`config.mk`:
```
export PLATFORM = sky130hd
export DESIGN_NAME = pipeline_stall_controller
export DESIGN_NICKNAME = d
export VERILOG_FILES = /design/src/rtl/pipeline_stall_controller.sv
export SDC_FILE = /design/constraint.sdc
export NUM_CORES = 1
export LEC_CHECK = 0
export BUFFER_PORTS_ARGS = -buffer_cell sky130_fd_sc_hd__buf_2
export CORE_MARGIN = 3
export CORE_UTILIZATION = 45
export DETAILED_ROUTE_END_ITERATION = 16
export PLACE_DENSITY_LB_ADDON = 0.2
export SLEW_MARGIN = 40
export SYNTH_ARGS = -nofsm -noshare
export SYNTH_HDL_FRONTEND = slang
export SYNTH_SLANG_ARGS = --single-unit
```
`constraint.sdc`:
```
create_clock -name clk_i -period 4 [get_ports clk_i]
set_input_delay 0.8 -clock clk_i [delete_from_list [all_inputs] [get_ports clk_i]]
set_output_delay 0.8 -clock clk_i [all_outputs]
set_load 0.01 [all_outputs]
```
`src/rtl/pipeline_stall_controller.sv`:
```
// pipeline_stall_controller
//   Hazard and memory-wait control for a five-stage in-order pipeline.
//   Detects load-use hazards between EX and ID, flushes IF/ID on a taken
//   branch, freezes the whole pipeline while a data-memory access waits for
//   its acknowledge, and locks into an error state if the acknowledge never
//   arrives within TIMEOUT wait cycles.
//
// Ports
//   clk_i              : clock, all state on the rising edge
//   rst_i              : asynchronous active-low reset
//   EX_MemRead_i       : EX instruction is a load
//   EX_Rd_i            : EX destination register
//   ID_Rs1_i/ID_Rs2_i  : ID source registers
//   ID_Rs1Used_i/ID_Rs2Used_i : ID source fields actually read
//   ID_BranchTaken_i   : branch/jump in ID resolved taken
//   MEM_Req_i          : MEM stage needs data memory
//   DMem_Ack_i         : data memory completes current access
//   DMem_Valid_o       : request valid toward data memory
//   PCWrite_o          : PC update enable
//   IF_ID_Write_o      : IF/ID register write enable
//   ID_EX_NoOp_o       : inject a bubble into ID/EX
//   IF_ID_Flush_o      : flush IF/ID (taken branch)
//   Freeze_o           : whole-pipeline freeze (memory wait / error)
//   StallCount_o       : saturating count of cycles with PCWrite_o low
//   Timeout_o          : sticky memory-timeout error
module pipeline_stall_controller #(
  parameter int TIMEOUT = 255
) (
  input  logic        clk_i,
  input  logic        rst_i,
  input  logic        EX_MemRead_i,
  input  logic [4:0]  EX_Rd_i,
  input  logic [4:0]  ID_Rs1_i,
  input  logic [4:0]  ID_Rs2_i,
  input  logic        ID_Rs1Used_i,
  input  logic        ID_Rs2Used_i,
  input  logic        ID_BranchTaken_i,
  input  logic        MEM_Req_i,
  input  logic        DMem_Ack_i,
  output logic        DMem_Valid_o,
  output logic        PCWrite_o,
  output logic        IF_ID_Write_o,
  output logic        ID_EX_NoOp_o,
  output logic        IF_ID_Flush_o,
  output logic        Freeze_o,
  output logic [15:0] StallCount_o,
  output logic        Timeout_o
);

  localparam logic [1:0] ST_RUN      = 2'd0;
  localparam logic [1:0] ST_MEM_WAIT = 2'd1;
  localparam logic [1:0] ST_ERROR    = 2'd2;

  localparam logic [8:0] TIMEOUT_C = 9'(TIMEOUT);

  logic [1:0]  state_q, state_d;
  logic [7:0]  wait_cnt_q, wait_cnt_d;
  logic [15:0] stall_cnt_q, stall_cnt_d;
  logic        timeout_q, timeout_d;

  logic        load_use_s;
  logic [8:0]  wait_inc_s;
  logic        pc_write_s;
  logic        if_id_write_s;
  logic        id_ex_noop_s;
  logic        if_id_flush_s;
  logic        freeze_s;
  logic        dmem_valid_s;

  // Load-use hazard: only a read source field can collide, and x0 never does.
  always_comb begin
    load_use_s = EX_MemRead_i & (EX_Rd_i != 5'd0) &
                 ((ID_Rs1Used_i & (EX_Rd_i == ID_Rs1_i)) |
                  (ID_Rs2Used_i & (EX_Rd_i == ID_Rs2_i)));
  end

  // Next-state and pipeline control; freeze beats load-use, load-use beats flush.
  always_comb begin
    state_d       = state_q;
    wait_cnt_d    = wait_cnt_q;
    timeout_d     = timeout_q;
    wait_inc_s    = {1'b0, wait_cnt_q} + 9'd1;
    pc_write_s    = 1'b1;
    if_id_write_s = 1'b1;
    id_ex_noop_s  = 1'b0;
    if_id_flush_s = 1'b0;
    freeze_s      = 1'b0;
    dmem_valid_s  = 1'b0;

    case (state_q)
      ST_RUN, ST_MEM_WAIT: begin
        // In MEM_WAIT the request stays asserted regardless of MEM_Req_i.
        if (state_q == ST_MEM_WAIT) begin
          dmem_valid_s = 1'b1;
        end else begin
          dmem_valid_s = MEM_Req_i;
        end

        if (dmem_valid_s && !DMem_Ack_i) begin
          // Waiting on memory: everything holds, hazard inputs are ignored.
          freeze_s      = 1'b1;
          pc_write_s    = 1'b0;
          if_id_write_s = 1'b0;
          if (state_q == ST_RUN) begin
            state_d    = ST_MEM_WAIT;
            wait_cnt_d = 8'd0;
          end else if (wait_inc_s >= TIMEOUT_C) begin
            state_d    = ST_ERROR;
            wait_cnt_d = wait_inc_s[7:0];
            timeout_d  = 1'b1;
          end else begin
            wait_cnt_d = wait_inc_s[7:0];
          end
        end else begin
          // Normal flow (also the ack cycle of a wait): hazard logic as in RUN.
          state_d    = ST_RUN;
          wait_cnt_d = 8'd0;
          if (load_use_s) begin
            pc_write_s    = 1'b0;
            if_id_write_s = 1'b0;
            id_ex_noop_s  = 1'b1;
          end else if (ID_BranchTaken_i) begin
            if_id_flush_s = 1'b1;
          end else begin
            if_id_flush_s = 1'b0;
          end
        end
      end
      ST_ERROR: begin
        // Terminal until reset.
        freeze_s      = 1'b1;
        pc_write_s    = 1'b0;
        if_id_write_s = 1'b0;
        timeout_d     = 1'b1;
      end
      default: begin
        // Unreachable encoding: fail safe into the error lock.
        state_d       = ST_ERROR;
        freeze_s      = 1'b1;
        pc_write_s    = 1'b0;
        if_id_write_s = 1'b0;
        timeout_d     = 1'b1;
      end
    endcase
  end

  // Stall counter saturates at all-ones instead of wrapping.
  always_comb begin
    if (!pc_write_s && (stall_cnt_q != 16'hFFFF)) begin
      stall_cnt_d = stall_cnt_q + 16'd1;
    end else begin
      stall_cnt_d = stall_cnt_q;
    end
  end

  // State registers with asynchronous active-low reset.
  always_ff @(posedge clk_i or negedge rst_i) begin
    if (!rst_i) begin
      state_q     <= ST_RUN;
      wait_cnt_q  <= 8'd0;
      stall_cnt_q <= 16'd0;
      timeout_q   <= 1'b0;
    end else begin
      state_q     <= state_d;
      wait_cnt_q  <= wait_cnt_d;
      stall_cnt_q <= stall_cnt_d;
      timeout_q   <= timeout_d;
    end
  end

  // While reset is held any in-flight access is dropped at once.
  assign DMem_Valid_o  = dmem_valid_s & rst_i;
  assign Freeze_o      = freeze_s & rst_i;
  assign PCWrite_o     = pc_write_s;
  assign IF_ID_Write_o = if_id_write_s;
  assign ID_EX_NoOp_o  = id_ex_noop_s;
  assign IF_ID_Flush_o = if_id_flush_s;
  assign StallCount_o  = stall_cnt_q;
  assign Timeout_o     = timeout_q;

endmodule

```
; After elaboration in Yosys (flattened, before gate mapping)
; Index checks and enable logic that the tools add are counted.
[word_totals]
out_inout_bits = 23
regBits = 27
inputBits = 23
[classes]
n_bitwise = 8
addsub = 2
n_eq_ne = 9
mux = 25
n_reduce_logical = 9
magnitude_cmp = 1
[op_table]
columns = cell, count
row1 = $mux 1, 19
row2 = $add 16x1->16 const B, 1
row3 = $mux 8, 2
row4 = $ne 16x16->1 const B, 1
row5 = $eq 5x5->1, 2
row6 = $add 8x1->9 const B, 1
row7 = $ge 9x8->1 const B, 1
row8 = $and 1x1->1, 6
row9 = $mux 2, 3
row10 = $ne 2x2->1 const B, 3
row11 = $reduce_bool 5->1, 1
row12 = $ne 4x4->1 const B, 1
row13 = $pmux 2 s2, 1
row14 = $reduce_and 3->1, 1
row15 = $eq 2x1->1 const B, 1
row16 = $eq 2x2->1 const B, 1
row17 = $logic_and 1x1->1, 2
row18 = $logic_not 1->1, 2
row19 = $logic_not 2->1, 1
row20 = $reduce_and 2->1, 1
row21 = $reduce_or 2->1, 1
row22 = $not 1->1, 1
row23 = $or 1x1->1, 1

; Longest topological paths before layout
[depth]
ltp_word = 9
depth_mapped = 8
mapped_depth_nobuf = 8

; Worst setup path before layout
; Ideal clock, no wire load.
[synth_timing]
kind = in2out
startpoint = input EX_Rd_i[1]
endpoint = output IF_ID_Flush_o
stages = 6
setup_slack_ns = 1.114
arrival_time_ns = 2.086
required_time_ns = 3.200
cell_sequence = or4_1 > o21ai_1 > inv_1 > a21oi_4 > buf_6 > and2_1
[synth_between]
elab_chain_cells = 7
[synth_rtl]
columns = item, line_no
row1 = from (decl), 32  ; input logic [4:0] EX_Rd_i,
row2 = "$eq 5x5->1, on equally long branches", "73, 74"
row3 = "$and 1x1->1, on equally long branches", "73, 74"
row4 = $or 1x1->1, 73  ; ((ID_Rs1Used_i & (EX_Rd_i == ID_Rs1_i)) |
row5 = $and 1x1->1 (*), 72  ; load_use_s = EX_MemRead_i & (EX_Rd_i != 5'd0) &
row6 = $mux 1 (*), 118  ; if (load_use_s) begin
row7 = $mux 1 (*), 99  ; if (dmem_valid_s && !DMem_Ack_i) begin
row8 = $mux 1 (*), 90  ; case (state_q)
row9 = to (decl), 44  ; output logic IF_ID_Flush_o,
; Every way passes the cells marked *; elsewhere a longest branch is shown, timed or not.

; Worst setup path in the final report
[layout_timing]
startpoint = input EX_Rd_i[1]
endpoint = output IF_ID_Write_o
[layout_between]
elab_chain_cells = 7
[layout_rtl]
columns = item, line_no
row1 = "$eq 5x5->1, on equally long branches", "73, 74"
row2 = "$and 1x1->1, on equally long branches", "73, 74"
row3 = $or 1x1->1, 73
row4 = $and 1x1->1 (*), 72
row5 = $mux 1 (*), 118
row6 = $mux 1 (*), 99
row7 = $mux 1 (*), 90
row8 = to (decl), 42  ; output logic IF_ID_Write_o,
; Marked as above.

==> summary.txt <==
Cells and area
  • Util after Layout: 0.562
  • # fillers: 318
  • Commonest non-fill, non-tap cell in the layout: buf_2
  • Fin nets: 238
  • Layout cells sized above 1: 0.289
  • Area of the multi-input gates: 895 um2
  • Ant diodes: 0
  • Register area: 676 um2
  • Post-route cell area: 1910 um2
  • Area Overhead vs Synth: 17.8%
  • Layout Cells excl Fill: 257
  • Most frequent cells in the layout: buf_2 (45), dfrtp_1 (27), nand2_1 (14)

Die
  • Io pins: 46
  • Die area: 4350 um2
  • Core area: 3390 um2
  • Initial Util: 0.477
  • FP Rows: 21
  • Die Y: 66.0 um
  • Die X: 66.0 um

Critical path
  • Crit path DAT: 2.30 ns
  • Critical-path cell list: buf_2 -> or4_1 -> o21ai_1 -> inv_1 -> a21oi_4 -> buf_4 -> buf_2
  • CP endpoint kind: primary output
  • Cell mode on critical path: buf_2
  • Worst-path maximum fanout: 11
  • Crit path buf inv count: 4
  • Slowest CP cell: or4_1
  • CP required: 3.20 ns
  • Worst reg-to-reg setup slack: 1.91 ns
  • Crit Path Class: in2out
  • CP max stage delay: 0.51 ns
  • R2r endpoint: StallCount_o[1]
  • R2r startpoint: StallCount_o[0]
  • CP top delay family: buffers and inverters
  • Critical path startpoint category: primary input
  • R2r worst-path depth: 5

Synth
  • EDFF count, synth: 0
  • Seq cells post-synth: 27
  • Library cells used by synthesis: 41
  • Adder-cell area share of the yosys netlist: 0.0232
  • Yosys top cell by area: dfrtp_1
  • Seq/Total Area, Yosys: 0.418
  • Synth Area in Compound Gates: 0.112
  • Post-synth ARST share: 1.00
  • Post-synthesis simple-gate area fraction: 0.258
  • Portion of netlist area occupied by mux cells: 0.0317
  • Yosys top cell area share: 0.418
  • Syn Nets: 193
  • Synth top area cells: dfrtp_1 (42%), xnor2_1 (6.5%), xor2_1 (6.0%)
  • Largest family of logic cells by synthesized area: simple AND/OR/NAND/NOR gates
  • Syn avg cell area: 9.69 um2
  • Mapped cell area: 1620 um2
  • Warnings from Yosys: 0
  • Post-Synth XOR/XNOR Area: 0.125
  • Top_reg_cell synth: dfrtp_1
  • Cell count after synthesis: 167

Timing
  • Endpoints failing hold: 0
  • Worst setup margin: 0.898 ns
  • Tcrit/Tclk final: 0.776
  • Max-slew headroom: 0.564
  • RSZ-0062 raised after global routing: no
  • Worst Tran Pin Value: 0.652 ns
  • Final Max Slew Viols: 0
  • Final setup vio count: 0
  • Setup TNS: 0 ns
  • Hold Worst Slack: 0.475 ns
  • Fin Clk Skew: 0.00148 ns
  • Final Critical Period: 3.10 ns
  • Fmax: 322 MHz

Placement
  • Placed cell area: 1880 um2
  • GP Congestion: 0.777
  • Placed cells: 253
  • # port buffers: 45
  • Post-DP HPWL: 2700 um
  • Pre-CTS WS: 0.893 ns

Pwr
  • Power consumption: 0.661 mW
  • Pwr dens: 347 nW/um2
  • VDD IR-drop max: 0.281 mV
  • Pleak: 0.908 nW

Job
  • Max-cap violations: 0

Clock network
  • CTS hold repair buffers: 0
  • Setup bufs post-CTS: 0
  • CTS tree: done
  • CTS buffer count: 3
  • Clk pin slew, worst setup/hold paths: 0.14 ns
  • Clock sinks: 27
  • Clock Path Buffers: 2
  • Clock root cell: clkbuf_4
  • Worst-skew pair later-pin latency: 0.31 ns
  • # resized after CTS: 0
  • Htree depth: 1

GRT
  • Largest net degree at the start of global routing: 30
  • Wire length of the first global-routing pass: 5990 um
  • Vias in the first global route: 1339
  • GRT Total Usage: 0.173
  • Initial antenna violation count: 0
  • Grt ovf: 0

Drt
  • Vias per inst: 5.25
  • DRT Pass-1 Iters: 4
  • Routed Antenna Nets: 0
  • Routed len/inst: 13.6 um
  • Drt total wl: 3490 um
  • Iter 0 DRT Violations: 75
  • DRC Markers: 0
  • Routed vias: 1350

Run status
  • Status: complete, no violations

Min path
  • Hold/Removal Path Class: in2async
==> cells in the mapped netlist, drive strengths merged (2+ instances only) <==
cell type and count:
nand4 6, mux2 3, a21oi 3, ha 3, nor2 12, nand2b 3, nor4b 2, o31ai 5
clkbuf 3, or2 2, xor2 11, buf 3, nor3 6, dfrtp 27, and2 3, nor3b 2
and3 4, o21bai 2, inv 5, o21ai 11, nand2 14, xnor2 12, nand3 9, nor4 7
==> area by class of cell <==
class                           instances  area share
Multi-Input combinational cell        129       0.469
Sequential cell                        27       0.355
Timing Repair Buffer                   46       0.122
Tap cell                               46      0.0302
Clock buffer                            4      0.0138
Inverter                                5     0.00985
==> cell families after synthesis <==
logic type,Yosys count
and+or+nand+nor,73
AOI/OAI and AO/OA,26
buffers and inverters,11
muxes,4
DFF,27
adders and majority gates,3
xor gates and xnor gates,23
==> power by group <==
group          switching, mW  internal, mW  total, mW
Combinational         0.0947        0.0904      0.185
Clock                 0.0767        0.0390      0.116
Sequential            0.0497         0.311      0.360
Total                  0.221         0.440      0.661
==> state kept, by name (all words and copies together), names as in the netlist <==
signal,flops
state_q,2
wait_cnt_q,8
Timeout_o,1
StallCount_o,16
==> routing by layer <==
metal / part of all wire / GRT usage / vias to the layer above
met5: 0 / 0 / -
li1: - / - / 681
met2: 0.52 / 0.310 / 20
met1: 0.44 / 0.216 / 647
met3: 0.035 / 0.0238 / 2
met4: 0.0037 / 0.0457 / 0
==> worst max path at each step <==
| stage | startpoint | to | slack, ns | cells after the start |
|---|---|---|---|---|
| 2_1_floorplan | EX_Rd_i[1] | IF_ID_Flush_o | 1.11 | 6 |
| 3_3_place_gp | EX_Rd_i[1] | IF_ID_Write_o | 0.91 | 7 |
| 3_5_place_dp | EX_Rd_i[1] | IF_ID_Write_o | 0.89 | 7 |
| 4_1_cts | EX_Rd_i[1] | IF_ID_Write_o | 0.90 | 7 |
| 5_1_grt | EX_Rd_i[1] | IF_ID_Write_o | 0.80 | 7 |
| 6_report | EX_Rd_i[1] | IF_ID_Write_o | 0.90 | 7 |
Power figures use the tool's default switching activity.
